--- config.mk ---
export PLATFORM = sky130hd
export DESIGN_NAME = seq_multiplier_flat
export DESIGN_NICKNAME = d
export VERILOG_FILES = /design/src/rtl/seq_multiplier_if.sv /design/src/rtl/seq_multiplier.sv /design/src/flat_wrapper.sv
export SDC_FILE = /design/constraint.sdc
export NUM_CORES = 1
export LEC_CHECK = 0
export ABC_CLOCK_PERIOD_IN_PS = 4700
export CORE_MARGIN = 2
export CORE_UTILIZATION = 30
export CTS_BUF_LIST = sky130_fd_sc_hd__clkbuf_2 sky130_fd_sc_hd__clkbuf_4 sky130_fd_sc_hd__clkbuf_8
export CTS_CLUSTER_DIAMETER = 30
export CTS_CLUSTER_SIZE = 25
export DETAILED_ROUTE_END_ITERATION = 8
export DONT_BUFFER_PORTS = 1
export HOLD_SLACK_MARGIN = 0.15
export PLACE_DENSITY_LB_ADDON = 0.15
export SLEW_MARGIN = 15
export SYNTH_ARGS = -nofsm -noshare
export SYNTH_HDL_FRONTEND = slang
export SYNTH_SLANG_ARGS = --single-unit
--- constraint.sdc ---
create_clock -name clk -period 4.7 [get_ports clk]
set_input_delay 1.41 -clock clk [delete_from_list [all_inputs] [get_ports clk]]
set_output_delay 1.41 -clock clk [all_outputs]
set_load 0.01 [all_outputs]
--- src/rtl/seq_multiplier_if.sv ---
// Request/result bundle between the ALU front end and seq_multiplier.
// master drives operands and the level request; slave returns the product.
interface seq_multiplier_if #(
    parameter int WIDTH = 32
);
    logic                   mult_begin;
    logic                   mult_signed;
    logic [WIDTH-1:0]       mult_op1;
    logic [WIDTH-1:0]       mult_op2;
    logic [2*WIDTH-1:0]     product;
    logic                   mult_end;
    logic                   busy;

    modport master (
        output mult_begin,
        output mult_signed,
        output mult_op1,
        output mult_op2,
        input  product,
        input  mult_end,
        input  busy
    );

    modport slave (
        input  mult_begin,
        input  mult_signed,
        input  mult_op1,
        input  mult_op2,
        output product,
        output mult_end,
        output busy
    );
endinterface

--- src/rtl/seq_multiplier.sv ---
// Iterative shift-add WIDTH x WIDTH multiplier, one multiplier bit per clock.
// SEQ_MULT_EARLY_EXIT_EN: finish as soon as the remaining multiplier bits are 0.
module seq_multiplier #(
    parameter int WIDTH = 32,
    parameter int CNT_W = 6
) (
    input  logic             clk,
    input  logic             reset,
    seq_multiplier_if.slave  mif
);
    localparam int PW = 2 * WIDTH;

    typedef enum logic [1:0] {
        S_IDLE = 2'd0,
        S_CALC = 2'd1,
        S_DONE = 2'd2
    } state_t;

    state_t             state_q, state_d;
    logic [PW-1:0]      mcand_q, mcand_d;
    logic [WIDTH-1:0]   mplier_q, mplier_d;
    logic [PW-1:0]      acc_q, acc_d;
    logic [CNT_W-1:0]   cnt_q, cnt_d;
    logic               neg_q, neg_d;
    logic [PW-1:0]      product_q, product_d;
    logic               end_q, end_d;
    logic               busy_q, busy_d;

    logic [WIDTH-1:0]   mag1, mag2;
    logic               op1_neg, op2_neg;
    logic [PW-1:0]      acc_add;
    logic [PW-1:0]      fin_val;

    // Operand magnitudes: negate only signed negatives. The most negative
    // value maps onto itself, which is its correct unsigned magnitude.
    always_comb begin
        op1_neg = mif.mult_signed & mif.mult_op1[WIDTH-1];
        op2_neg = mif.mult_signed & mif.mult_op2[WIDTH-1];
        mag1    = op1_neg ? (~mif.mult_op1 + WIDTH'(1)) : mif.mult_op1;
        mag2    = op2_neg ? (~mif.mult_op2 + WIDTH'(1)) : mif.mult_op2;
    end

    // Accumulator step for the current multiplier bit.
    always_comb begin
        acc_add = mplier_q[0] ? (acc_q + mcand_q) : acc_q;
    end

    // Next-state and datapath control.
    always_comb begin
        state_d   = state_q;
        mcand_d   = mcand_q;
        mplier_d  = mplier_q;
        acc_d     = acc_q;
        cnt_d     = cnt_q;
        neg_d     = neg_q;
        product_d = product_q;
        busy_d    = busy_q;
        fin_val   = acc_add;

        unique case (state_q)
            S_IDLE: begin
                busy_d = 1'b0;
                if (mif.mult_begin) begin
                    mcand_d  = {{WIDTH{1'b0}}, mag1};
                    mplier_d = mag2;
                    neg_d    = op1_neg ^ op2_neg;
                    acc_d    = '0;
                    cnt_d    = CNT_W'(WIDTH);
                    busy_d   = 1'b1;
                    state_d  = S_CALC;
                end
            end

            S_CALC: begin
                if (!mif.mult_begin) begin
                    busy_d  = 1'b0;
                    state_d = S_IDLE;
                end
`ifdef SEQ_MULT_EARLY_EXIT_EN
                else if (mplier_q == '0) begin
                    fin_val   = acc_q;
                    product_d = neg_q ? (~acc_q + PW'(1)) : acc_q;
                    busy_d    = 1'b0;
                    state_d   = S_DONE;
                end
`endif
                else begin
                    acc_d    = acc_add;
                    mcand_d  = mcand_q << 1;
                    mplier_d = mplier_q >> 1;
                    cnt_d    = cnt_q - CNT_W'(1);
                    if (cnt_q == CNT_W'(1)) begin
                        product_d = neg_q ? (~fin_val + PW'(1)) : fin_val;
                        busy_d    = 1'b0;
                        state_d   = S_DONE;
                    end
                end
            end

            S_DONE: begin
                busy_d = 1'b0;
                if (!mif.mult_begin) begin
                    state_d = S_IDLE;
                end
            end

            default: begin
                busy_d  = 1'b0;
                state_d = S_IDLE;
            end
        endcase
    end

    // mult_end trails entry into DONE by one edge and falls on the
    // first edge that sees the request dropped.
    always_comb begin
        end_d = (state_q == S_DONE) & mif.mult_begin;
    end

    // State and datapath registers with synchronous reset.
    always_ff @(posedge clk) begin
        if (reset) begin
            state_q   <= S_IDLE;
            mcand_q   <= '0;
            mplier_q  <= '0;
            acc_q     <= '0;
            cnt_q     <= '0;
            neg_q     <= 1'b0;
            product_q <= '0;
            end_q     <= 1'b0;
            busy_q    <= 1'b0;
        end else begin
            state_q   <= state_d;
            mcand_q   <= mcand_d;
            mplier_q  <= mplier_d;
            acc_q     <= acc_d;
            cnt_q     <= cnt_d;
            neg_q     <= neg_d;
            product_q <= product_d;
            end_q     <= end_d;
            busy_q    <= busy_d;
        end
    end

    assign mif.product  = product_q;
    assign mif.mult_end = end_q;
    assign mif.busy     = busy_q;

endmodule

--- src/flat_wrapper.sv ---
// flat-port wrapper written by rule: the top's interface ports become plain ports
module seq_multiplier_flat 
#(
    parameter int WIDTH = 32,
    parameter int CNT_W = 6
)
  (clk, reset, mif_mult_begin, mif_mult_signed, mif_mult_op1, mif_mult_op2, mif_product, mif_mult_end, mif_busy);
  seq_multiplier_if #(.WIDTH(WIDTH)) mif_i ();
  input  logic clk;
  input  logic reset;
  input wire logic [$bits(mif_i.mult_begin)-1:0] mif_mult_begin;
  input wire logic [$bits(mif_i.mult_signed)-1:0] mif_mult_signed;
  input wire logic [$bits(mif_i.mult_op1)-1:0] mif_mult_op1;
  input wire logic [$bits(mif_i.mult_op2)-1:0] mif_mult_op2;
  output wire logic [$bits(mif_i.product)-1:0] mif_product;
  output wire logic [$bits(mif_i.mult_end)-1:0] mif_mult_end;
  output wire logic [$bits(mif_i.busy)-1:0] mif_busy;
  assign mif_i.mult_begin = mif_mult_begin;
  assign mif_i.mult_signed = mif_mult_signed;
  assign mif_i.mult_op1 = mif_mult_op1;
  assign mif_i.mult_op2 = mif_mult_op2;
  assign mif_product = mif_i.product;
  assign mif_mult_end = mif_i.mult_end;
  assign mif_busy = mif_i.busy;
  seq_multiplier #(.WIDTH(WIDTH), .CNT_W(CNT_W)) u_core (.clk(clk), .reset(reset), .mif(mif_i));
endmodule
==> key figures <==
Outcome
  – Status: complete, no violations

Setup path
  – Data arrival, critical path: 5.14 ns
  – Critical Path RT: 5.24 ns
  – Biggest cell delay along the critical path: 0.61 ns
  – Crit-path max FO: 7
  – Critical Path Start Type: flop
  – Worst path slowest cell: or4_4
  – Nature of the critical path endpoint: flop
  – Crit Path Class: flop to flop
  – CP cell instances: ha_1 -> buf_4 -> nand2_1 -> o21ai_1 -> a211oi_1 -> o21bai_1 -> or2_1 -> buf_4 -> a311o_1 -> or2_4 -> or4b_4 -> or4_4 -> or2_4 -> o41ai_4 -> xnor2_1 -> o21ai_1

Yosys
  – Ranking of synthesized cells by area: dfxtp_1 27%, a21oi_1 11%, nand2_1 7.3%
  – Most frequent cell after synthesis: a21oi_1
  – Top cell type's share of synthesized area: 0.273
  – Yosys warning count: 0
  – Yosys top cell by area: dfxtp_1
  – Post-synth EDFFs: 0
  – Post-synthesis cell count: 2,420
  – Syn_area_per_cell: 7.11 sq um
  – Synth top cells by count: 381 x a21oi_1, 334 x nand2_1, 290 x nor2_1, 235 x dfxtp_1, 113 x clkbuf_1
  – Synth Net Count: 2,557
  – Async set-or-reset flop fraction in the synthesized netlist: 0
  – Post-Synthesis Cell Area: 17,200 sq um
  – Post-synthesis sequential area ratio: 0.273
  – Main synth FF type: dfxtp_1
  – Synthesized flop and latch total: 235
  – Unique masters post-synth: 95

Finish
  – Layout net count: 2,746
  – Non-Filler Cell Area, Final: 21,700 sq um
  – Layout area overhead: 26.3%
  – Final core utilization: 0.384
  – Share of cells above drive strength 1: 0.206

STA
  – Clock skew: 0.0504 ns
  – Final worst-path setup slack: 0.102 ns
  – Fin. Hold Viols: 0
  – Max frequency: 0.217 GHz
  – Worst slew pin tran: 0.947 ns
  – WHS: 0.451 ns
  – Finish-stage setup viols: 0
  – Fin crit period: 4.60 ns
  – Max-slew violation count: 0
  – Crit share post-route: 0.978
  – Relative slew slack: 0.360

Route
  – DR iter-0 viols: 1,335
  – Final WL: 70,700 microns
  – DRT Pass-1 Iters: 5
  – DRC viols: 0
  – Vias per cell: 5.51
  – Antenna Violating Nets Remaining: 0
  – WL per Instance: 20.6 microns
  – Via count: 18,900

Clock network
  – # clock sinks: 235
  – Clk buf depth: 3
  – Worst-Skew Late Latency: 0.67 ns
  – TritonCTS Buffers: 77
  – CTS tree: yes
  – CTS Hold Buffers Added: 0
  – Reg clk slew, reported paths: 0.05 ns
  – CTS H-Tree Depth: 3
  – Root Driver: clkbuf_8

Run
  – Max Cap Viol: 0

Place
  – IO Port Bufs: 0
  – Cell Area, Placed: 19,400 sq um
  – Placer Congestion: 0.950
  – Final HPWL DP: 52,500 microns
  – Pre-CTS setup slack: -0.439 ns

GRT
  – Number of global-route vias before repair: 18,200
  – Total gr overflow: 0
  – First-pass GRT wire length: 108,000 microns
  – Gr usage total: 0.232
  – Largest net degree at the start of global routing: 230
  – Initial antenna violation count: 1

Floorplan
  – Num ports: 134
  – Row Count: 87
  – Die area: 59,300 sq um
  – DIE WIDTH: 244 microns
  – Total core area: 56,600 sq um
  – Initial core utilization: 0.304
  – Die Span Y: 244 microns

Pwr
  – Leak pwr: 8.06 nW
  – Post-layout power: 6.44 mW
  – PD cells: 296 nW/um^2
  – Worst VDD drop: 0.186 mV

Worst hold path
  – Hold Path Class: flop to flop
-- routing by layer --
metal	up-vias	routed length [microns]	share of wire	global-route usage
met2	568	31100	0.44	0.356
met3	91	4640	0.066	0.0462
met5	-	0	0	0
met1	9003	33300	0.47	0.324
li1	9222	-	-	-
met4	0	1660	0.024	0.0757
-- power breakdown --
part,internal (mW),leakage [nW],switching [mW]
clock,2.25,0.911,1.24
sequential,2.05,1.92,0.0583
combinational,0.336,5.24,0.513
total,4.64,8.06,1.81
-- cell type report --
type	count	area, sq um
Antenna cell	1	2.50
Clock buffer	117	1490
Clock inverter	23	264
Fill cell	6042	34900
Inverter	36	135
Multi-Input combinational cell	2001	12200
Sequential cell	235	4740
Tap cell	756	946
Timing Repair Buffer	258	1970
-- worst max-delay path: cells and delay by family, from the launching register on --
family                     cells  cell delay [ns]
buffers and inverters          2             0.31
xor gates and xnor gates       1             0.16
AOI/OAI and AO/OA              6             1.18
DFF                            1             0.48
and+or+nand+nor                6             2.05
adders and majority gates      1             0.31
-- path summary, 6_finish.rpt --
check	startpoint	end	slack, ns	cells past startpoint
worst min-delay path	u_core.mplier_q[29]	u_core.mplier_q[29]	0.45	2
worst max register to register	u_core.mcand_q[27]	u_core.mif.product[63]	0.10	16
worst min register to register	u_core.mplier_q[29]	u_core.mplier_q[29]	0.45	2
worst max-delay path	u_core.mcand_q[27]	u_core.mif.product[63]	0.10	16
-- what timing repair did --
action / 4_1_cts / 5_1_grt
setup buffers: 1 / 14
pin swaps: 2 / 37
hold endpoints to repair: 0 / 0
resized for setup: 12 / 103
endpoints found under the setup margin: 12 / 23
-- state kept, by name (all words and copies together), names as in the netlist --
name and count:
u_core.state_q 2, u_core.neg_q 1, u_core.cnt_q 6, u_core.mif.product 64, u_core.mplier_q 32, u_core.mif.busy 1
u_core.mif.mult_end 1, u_core.acc_q 64, u_core.mcand_q 64
-- cell usage in the layout (no fill, tap or decap), drive strengths merged, types with 9 or more instances in the layout --
cell | Yosys | final
mux2i | 13 | 13
or3 | 15 | 15
nor2 | 290 | 290
o211ai | 21 | 21
o31ai | 36 | 36
nand2 | 334 | 334
nand2b | 18 | 18
dfxtp | 235 | 235
inv | 36 | 40
o311ai | 9 | 9
nor2b | 11 | 11
a211oi | 24 | 24
ha | 68 | 68
nand3 | 70 | 70
a21oi | 390 | 390
o21a | 22 | 22
or4 | 14 | 14
clkinv | 0 | 10
a22oi | 56 | 56
nand4b | 9 | 9
xnor2 | 81 | 81
nand4 | 40 | 40
a31oi | 26 | 26
nor3 | 62 | 62
buf | 35 | 258
clkbuf | 113 | 117
a21o | 31 | 31
and3 | 11 | 11
o21ai | 133 | 133
xor2 | 50 | 50
nor4 | 26 | 26
and2 | 10 | 10
-- metrics by stage --
stage | std cells | TNS [ns]
3_3_place_gp | 3273 | -2.90
4_1_cts | 3413 | 0
2_1_floorplan | 2420 | 0
3_5_place_dp | 3273 | -2.37
5_1_grt | 3427 | -0.0280
6_report | 3427 | 0
-- cell families (layout without fill, tap and decap cells) --
kind of cell,count (synthesis),in the layout,synth area share
DFF,235,235,0.273
and+or+nand+nor,950,950,0.254
muxes,16,16,0.00952
AOI/OAI and AO/OA,835,835,0.302
buffers and inverters,184,434,0.0439
adders and majority gates,69,69,0.0506
other,0,1,0
xor gates and xnor gates,131,131,0.0667
Power figures use the tool's default switching activity.
